`src/rtl/trap_ctrl.sv`:
```
// Machine-mode trap sequencer: saves mepc/mcause, updates mstatus,
// then flushes and redirects fetch; one CSR write per cycle.
module trap_ctrl #(
  parameter logic [11:0] CSR_MSTATUS = 12'h300,
  parameter logic [11:0] CSR_MEPC    = 12'h341,
  parameter logic [11:0] CSR_MCAUSE  = 12'h342
) (
  input  logic        wb_clk_i,
  input  logic        wb_rst_i,
  input  logic        irq_i,
  input  logic [30:0] irq_code_i,
  input  logic        exc_i,
  input  logic [30:0] exc_code_i,
  input  logic        mret_i,
  input  logic        pc_valid_i,
  input  logic [31:0] pc_i,
  input  logic        mem_busy_i,
  input  logic [31:0] csr_mstatus_i,
  input  logic [31:0] csr_mtvec_i,
  input  logic [31:0] csr_mepc_i,
  output logic        csr_we_o,
  output logic [11:0] csr_waddr_o,
  output logic [31:0] csr_wdata_o,
  output logic        stall_o,
  output logic        flush_o,
  output logic [31:0] new_pc_o,
  output logic        trap_active_o
);

  typedef enum logic [2:0] {
    IDLE, WAIT_MEM, W_MEPC, W_MCAUSE,
    W_MSTAT, M_MSTAT, REDIRECT
  } state_t;

  state_t      state_q, state_d;
  logic [31:0] cause_q, cause_d;
  logic [31:0] pc_q, pc_d;
  logic [31:0] ms_q, ms_d;
  logic [31:0] tvec_q, tvec_d;
  logic [31:0] epc_q, epc_d;
  logic        irq_q, irq_d;
  logic        take;

  logic        we_d;
  logic [11:0] addr_d;
  logic [31:0] data_d;
  logic        flush_d;
  logic [31:0] npc_d;
  logic        act_d;

  logic [31:0] base;
  logic [31:0] vec_pc;
  logic [31:0] trap_ms;
  logic [31:0] ret_ms;

  always_comb begin
    state_d = state_q;
    cause_d = cause_q;
    pc_d    = pc_q;
    ms_d    = ms_q;
    tvec_d  = tvec_q;
    epc_d   = epc_q;
    irq_d   = irq_q;
    take    = 1'b0;

    unique case (state_q)
      IDLE: begin
        if (pc_valid_i) begin
          // exceptions beat mret, mret beats interrupts
          priority case (1'b1)
            exc_i: begin
              state_d = W_MEPC;
              take    = 1'b1;
              irq_d   = 1'b0;
              cause_d = {1'b0, exc_code_i};
            end
            mret_i: begin
              state_d = M_MSTAT;
              take    = 1'b1;
              irq_d   = 1'b0;
            end
            irq_i: begin
              state_d = mem_busy_i ? WAIT_MEM : W_MEPC;
              take    = 1'b1;
              irq_d   = 1'b1;
              cause_d = {1'b1, irq_code_i};
            end
            default: ;
          endcase
        end
      end
      WAIT_MEM: begin
        if (!irq_i)
          state_d = IDLE;
        else if (!mem_busy_i)
          state_d = W_MEPC;
      end
      W_MEPC:   state_d = W_MCAUSE;
      W_MCAUSE: state_d = W_MSTAT;
      W_MSTAT:  state_d = REDIRECT;
      M_MSTAT:  state_d = REDIRECT;
      REDIRECT: state_d = IDLE;
      default:  state_d = IDLE;
    endcase

    if (take) begin
      pc_d   = pc_i;
      ms_d   = csr_mstatus_i;
      tvec_d = csr_mtvec_i;
      epc_d  = csr_mepc_i;
    end
  end

  always_comb begin
    base   = {tvec_d[31:2], 2'b00};
    vec_pc = base;
    if (tvec_d[1:0] == 2'b01 && irq_d)
      vec_pc = base + {cause_d[29:0], 2'b00};

    trap_ms         = ms_d;
    trap_ms[12:11]  = 2'b11;
    trap_ms[7]      = ms_d[3];
    trap_ms[3]      = 1'b0;

    ret_ms          = ms_d;
    ret_ms[3]       = ms_d[7];
    ret_ms[7]       = 1'b1;
    ret_ms[12:11]   = 2'b11;
  end

  // outputs are decoded from the next state so they register with it
  always_comb begin
    we_d    = 1'b0;
    addr_d  = '0;
    data_d  = '0;
    flush_d = 1'b0;
    npc_d   = '0;
    act_d   = (state_d != IDLE);
    unique case (state_d)
      W_MEPC: begin
        we_d   = 1'b1;
        addr_d = CSR_MEPC;
        data_d = {pc_d[31:2], 2'b00};
      end
      W_MCAUSE: begin
        we_d   = 1'b1;
        addr_d = CSR_MCAUSE;
        data_d = cause_d;
      end
      W_MSTAT: begin
        we_d   = 1'b1;
        addr_d = CSR_MSTATUS;
        data_d = trap_ms;
      end
      M_MSTAT: begin
        we_d   = 1'b1;
        addr_d = CSR_MSTATUS;
        data_d = ret_ms;
      end
      REDIRECT: begin
        flush_d = 1'b1;
        npc_d   = (state_q == M_MSTAT) ? epc_d : vec_pc;
      end
      default: ;
    endcase
  end

  always_ff @(posedge wb_clk_i or posedge wb_rst_i) begin
    if (wb_rst_i) begin
      state_q       <= IDLE;
      cause_q       <= '0;
      pc_q          <= '0;
      ms_q          <= '0;
      tvec_q        <= '0;
      epc_q         <= '0;
      irq_q         <= 1'b0;
      csr_we_o      <= 1'b0;
      csr_waddr_o   <= '0;
      csr_wdata_o   <= '0;
      stall_o       <= 1'b0;
      flush_o       <= 1'b0;
      new_pc_o      <= '0;
      trap_active_o <= 1'b0;
    end else begin
      state_q       <= state_d;
      cause_q       <= cause_d;
      pc_q          <= pc_d;
      ms_q          <= ms_d;
      tvec_q        <= tvec_d;
      epc_q         <= epc_d;
      irq_q         <= irq_d;
      csr_we_o      <= we_d;
      csr_waddr_o   <= addr_d;
      csr_wdata_o   <= data_d;
      stall_o       <= act_d;
      flush_o       <= flush_d;
      new_pc_o      <= npc_d;
      trap_active_o <= act_d;
    end
  end

endmodule

```
`config.mk`:
```
export PLATFORM = sky130hd
export DESIGN_NAME = trap_ctrl
export DESIGN_NICKNAME = d
export VERILOG_FILES = /design/src/rtl/trap_ctrl.sv
export SDC_FILE = /design/constraint.sdc
export NUM_CORES = 1
export LEC_CHECK = 0
export ABC_AREA = 1
export CAP_MARGIN = 40
export CORE_ASPECT_RATIO = 1.5
export CORE_MARGIN = 4
export CORE_UTILIZATION = 31
export CTS_CLUSTER_SIZE = 28
export DETAILED_ROUTE_END_ITERATION = 16
export PLACE_DENSITY = 0.6
export SLEW_MARGIN = 15
export SYNTH_ARGS = -nofsm -noshare
export SYNTH_HDL_FRONTEND = slang
export SYNTH_SLANG_ARGS = --single-unit
```
`constraint.sdc`:
```
create_clock -name wb_clk_i -period 15.5 [get_ports wb_clk_i]
set_input_delay 3.1 -clock wb_clk_i [delete_from_list [all_inputs] [get_ports wb_clk_i]]
set_output_delay 3.1 -clock wb_clk_i [all_outputs]
set_load 0.05 [all_outputs]
```
==> report_table.html <==
<table>
<tr><th>Metric</th><th>Value</th></tr>
<tr><th colspan="2">Floorplanning</th></tr>
<tr><td>Die width</td><td>~170 um</td></tr>
<tr><td>Die boundary height</td><td>252 um</td></tr>
<tr><td>Full die area</td><td>between 40000 and 50000 um2</td></tr>
<tr><td>Placeable core region</td><td>39300 um2</td></tr>
<tr><td>Number of placed I/O pins</td><td>277</td></tr>
<tr><td>Initial cell density of the core</td><td>0.314</td></tr>
<tr><td>Site row count</td><td>89</td></tr>
<tr><th colspan="2">Clock tree</th></tr>
<tr><td>Inserted Clock Buffers</td><td>24</td></tr>
<tr><td>Post-CTS Repair Setup Buffers</td><td>0</td></tr>
<tr><td>CTS Root Cell</td><td>sky130_fd_sc_hd__clkbuf_16</td></tr>
<tr><td>Level count of the clock H-tree</td><td>1</td></tr>
<tr><td>Number of sinks handled by clock tree synthesis</td><td>~230</td></tr>
<tr><td>Insertion delay to the later sink of the worst-skew pair</td><td>~0.53 ns</td></tr>
<tr><td>Buffer depth of the longest clock path</td><td>3</td></tr>
<tr><td>Number of hold buffers added after CTS</td><td>0</td></tr>
<tr><td>Clock slew at the register clock pins of the worst setup and hold paths</td><td>0.06 ns</td></tr>
<tr><td>Cells resized by post-CTS repair</td><td>0</td></tr>
<tr><td>TritonCTS clock tree</td><td>built</td></tr>
<tr><th colspan="2">Layout</th></tr>
<tr><td>Leading cell type in the layout, fill and taps excluded</td><td>sky130_fd_sc_hd__nand2_1</td></tr>
<tr><td>Layout cells sized above 1</td><td>0.134</td></tr>
<tr><td>Net total in the final layout</td><td>1904</td></tr>
<tr><td>Relative area change from synthesis to final layout</td><td>32.4%</td></tr>
<tr><td>Diodes inserted</td><td>0</td></tr>
<tr><td>Top library cells by usage in the layout, fill and taps aside</td><td>sky130_fd_sc_hd__nand2_1 (357), sky130_fd_sc_hd__clkdlybuf4s50_1 (265), sky130_fd_sc_hd__dfrtp_1 (231)</td></tr>
<tr><th colspan="2">Worst setup path</th></tr>
<tr><td>Maximum fanout along the worst path</td><td>29</td></tr>
<tr><td>Arr. time, crit path</td><td>7.77 ns</td></tr>
<tr><td>Data required time of the worst path</td><td>15.90 ns</td></tr>
<tr><td>CP startpoint kind</td><td>primary input</td></tr>
<tr><td>Worst R2R Path Depth</td><td>16</td></tr>
<tr><td>Crit path capture type</td><td>flop</td></tr>
<tr><td>Setup Crit Path Kind</td><td>primary input to flop</td></tr>
<tr><th colspan="2">Global routing</th></tr>
<tr><td>Maximum number of pins on one net before global-route repair</td><td>93</td></tr>
<tr><td>Total global routing overflow</td><td>0</td></tr>
<tr><td>First-pass GRT wire length</td><td>62900 um</td></tr>
<tr><td>Number of global-route vias before repair</td><td>between 10000 and 15000</td></tr>
<tr><td>Overall global routing resource usage</td><td>0.188</td></tr>
<tr><td>Antenna violations before repair</td><td>0</td></tr>
<tr><th colspan="2">Synth</th></tr>
<tr><td>Number of distinct library cells after synthesis</td><td>51</td></tr>
<tr><td>Number of synthesized register bits</td><td>231</td></tr>
<tr><td>Syn avg cell area</td><td>8.60 um2</td></tr>
<tr><td>Syn Inst Count</td><td>1435</td></tr>
<tr><td>Part of the Yosys area used for sequential elements</td><td>0.468</td></tr>
<tr><td>Netlist area before placement</td><td>12300 um2</td></tr>
<tr><td>Yosys synthesis warning count</td><td>0</td></tr>
<tr><th colspan="2">Place</th></tr>
<tr><td>DP HPWL</td><td>32600 um</td></tr>
<tr><td>Input/output buffers</td><td>roughly 270</td></tr>
<tr><td>GPL Wtd Cong</td><td>0.930</td></tr>
<tr><th colspan="2">STA</th></tr>
<tr><td>Slew at the pin with the worst max-slew slack</td><td>0.816 ns</td></tr>
<tr><td>Max Fclk</td><td>136 MHz</td></tr>
<tr><td>Period Utilization, post-route</td><td>0.476</td></tr>
<tr><td>Setup-violating endpoint count in the final report</td><td>0</td></tr>
<tr><td>Post-layout minimum cycle time</td><td>7.38 ns</td></tr>
<tr><td>Setup_tns</td><td>0 ns</td></tr>
<tr><td>Worst slew slack as a fraction of its limit</td><td>0.455</td></tr>
<tr><td>Number of pins with negative max-slew slack in the final report</td><td>0</td></tr>
<tr><td>Final hold slack</td><td>0.492 ns</td></tr>
<tr><td>Setup repair after global routing missed its margin</td><td>false</td></tr>
<tr><td>Final hold viol count</td><td>0</td></tr>
<tr><td>Worst Clk Skew</td><td>0.0112 ns</td></tr>
<tr><th colspan="2">Routing</th></tr>
<tr><td>Routed Antenna Nets</td><td>0</td></tr>
<tr><td>Per-cell routed wire length</td><td>19.1 um</td></tr>
<tr><td>Post-DR vias/cell</td><td>4.93</td></tr>
<tr><td>Pre-antenna DRT Iters</td><td>5</td></tr>
<tr><td># DRC</td><td>0</td></tr>
<tr><td>Total Wirelength</td><td>41900 um</td></tr>
<tr><td>First-iteration detailed-routing DRC count</td><td>713</td></tr>
<tr><td>Total number of vias</td><td>roughly 11000</td></tr>
<tr><th colspan="2">Flow run</th></tr>
<tr><td>Max cap viols</td><td>0</td></tr>
<tr><th colspan="2">Run status</th></tr>
<tr><td>Outcome</td><td>finished clean</td></tr>
<tr><th colspan="2">Power and ir drop</th></tr>
<tr><td>Maximum VDD drop</td><td>about 120 uV</td></tr>
<tr><td>PD cells</td><td>232 nW/um2</td></tr>
<tr><td>Pleak</td><td>between 7 and 8 nW</td></tr>
<tr><th colspan="2">Hold path</th></tr>
<tr><td>Type of the tightest min-delay check</td><td>flop to flop</td></tr>
<tr><td>Worst Hold Depth</td><td>1</td></tr>
</table>
## per-layer routing
metal	up-vias	global-route usage	wire length, um
li1	5213	-	-
met1	5227	0.221	16300
met2	311	0.347	21900
met3	68	0.0235	2050
met4	0	0.0725	1560
met5	-	0	0
## flip-flops by register name, summed over array words and instances (netlist names)
signal,flops
csr_we_o,1
tvec_q,32
state_q,3
csr_waddr_o,4
new_pc_o,32
trap_active_o,1
csr_wdata_o,32
irq_q,1
ms_q,30
epc_q,32
cause_q,32
flush_o,1
pc_q,30
## through the flow
stage                     utilization  setup WS (ns)  total power, W  instance area (um2)  instances
after global placement          0.392           7.58         0.00314                15400       2148
after global routing            0.416           7.75         0.00410                16300       2195
final                           0.416           8.12         0.00380                16300       2195
after floorplan                     -           6.07         0.00253                12400       1441
after CTS                       0.416           8.13         0.00383                16300       2195
after detailed placement        0.395           7.58         0.00319                15500       2153
## worst max-delay path, stage by stage
cell and delay [ns]:
sky130_fd_sc_hd__clkdlybuf4s50_1 0.77, sky130_fd_sc_hd__nand3_2 0.68, sky130_fd_sc_hd__a21oi_4 0.90, sky130_fd_sc_hd__nor2_1 0.09, sky130_fd_sc_hd__a21oi_1 0.34, sky130_fd_sc_hd__ha_1 0.36, sky130_fd_sc_hd__a21oi_1 0.23, sky130_fd_sc_hd__o21ai_0 0.20
sky130_fd_sc_hd__a21oi_1 0.16, sky130_fd_sc_hd__o21ai_0 0.12, sky130_fd_sc_hd__a31oi_1 0.24, sky130_fd_sc_hd__nand3_1 0.11, sky130_fd_sc_hd__nand2_1 0.08, sky130_fd_sc_hd__nand2_1 0.04, sky130_fd_sc_hd__nand2_1 0.19, sky130_fd_sc_hd__a21oi_1 0.09
## final cells by class
class / count / area, um2
Clock buffer: 34 / 679
Clock inverter: 8 / 158
Fill cell: 3922 / 23000
Inverter: 140 / 536
Multi-Input combinational cell: 1001 / 5710
Sequential cell: 231 / 5780
Tap cell: 500 / 626
Timing Repair Buffer: 281 / 2850
## Yosys cell counts, drive strengths merged
cell type	instances	area share
a21boi	2	0.0015
a21o	1	0.00061
a21oi	123	0.051
a22oi	5	0.0030
a31oi	3	0.0015
buf	40	0.021
clkbuf	29	0.0088
clkinv	1	0.00030
conb	1	0.00030
dfrtp	231	0.47
ha	28	0.028
inv	139	0.042
mux2	104	0.095
nand2	370	0.12
nand2b	1	0.00051
nand3	96	0.043
nand3b	5	0.0030
nand4	18	0.0091
nor2	74	0.027
nor3	12	0.0053
nor4	1	0.00051
o211ai	9	0.0055
o21a	2	0.0012
o21ai	112	0.049
o21bai	1	0.00061
o22ai	1	0.00051
or2	14	0.0071
xnor2	8	0.0072
xor2	4	0.0028
## final timing paths
kind,to,start,slack [ns]
setup / recovery,new_pc_o[31],pc_valid_i,8.12
hold / removal,epc_q[29],epc_q[29],0.49
setup reg to reg,new_pc_o[31],state_q[0],10.86
hold reg to reg,epc_q[29],epc_q[29],0.49
max in group asynchronous,new_pc_o[27],wb_rst_i,11.27
min in group asynchronous,pc_q[4],wb_rst_i,3.05
## where the power goes
group | switching [W] | leakage (nW) | internal, W
combinational | 0.00144 | 4.24 | 0.000783
clock | 0.000245 | 0.402 | 0.000373
sequential | 0.0000840 | 2.83 | 0.000878
total | 0.00177 | 7.47 | 0.00203
## cells by family (layout without fill, tap and decap cells)
kind of cell               count (synthesis)  in the layout  synth area share
and+or+nand+nor                          591            591             0.211
AOI/OAI and AO/OA                        259            259             0.115
DFF                                      231            231             0.468
buffers and inverters                    209            463            0.0724
muxes                                    104            104            0.0949
adders and majority gates                 28             28            0.0284
xor gates and xnor gates                  12             12            0.0100
other                                      1              7          0.000304
Power figures use the tool's default switching activity.
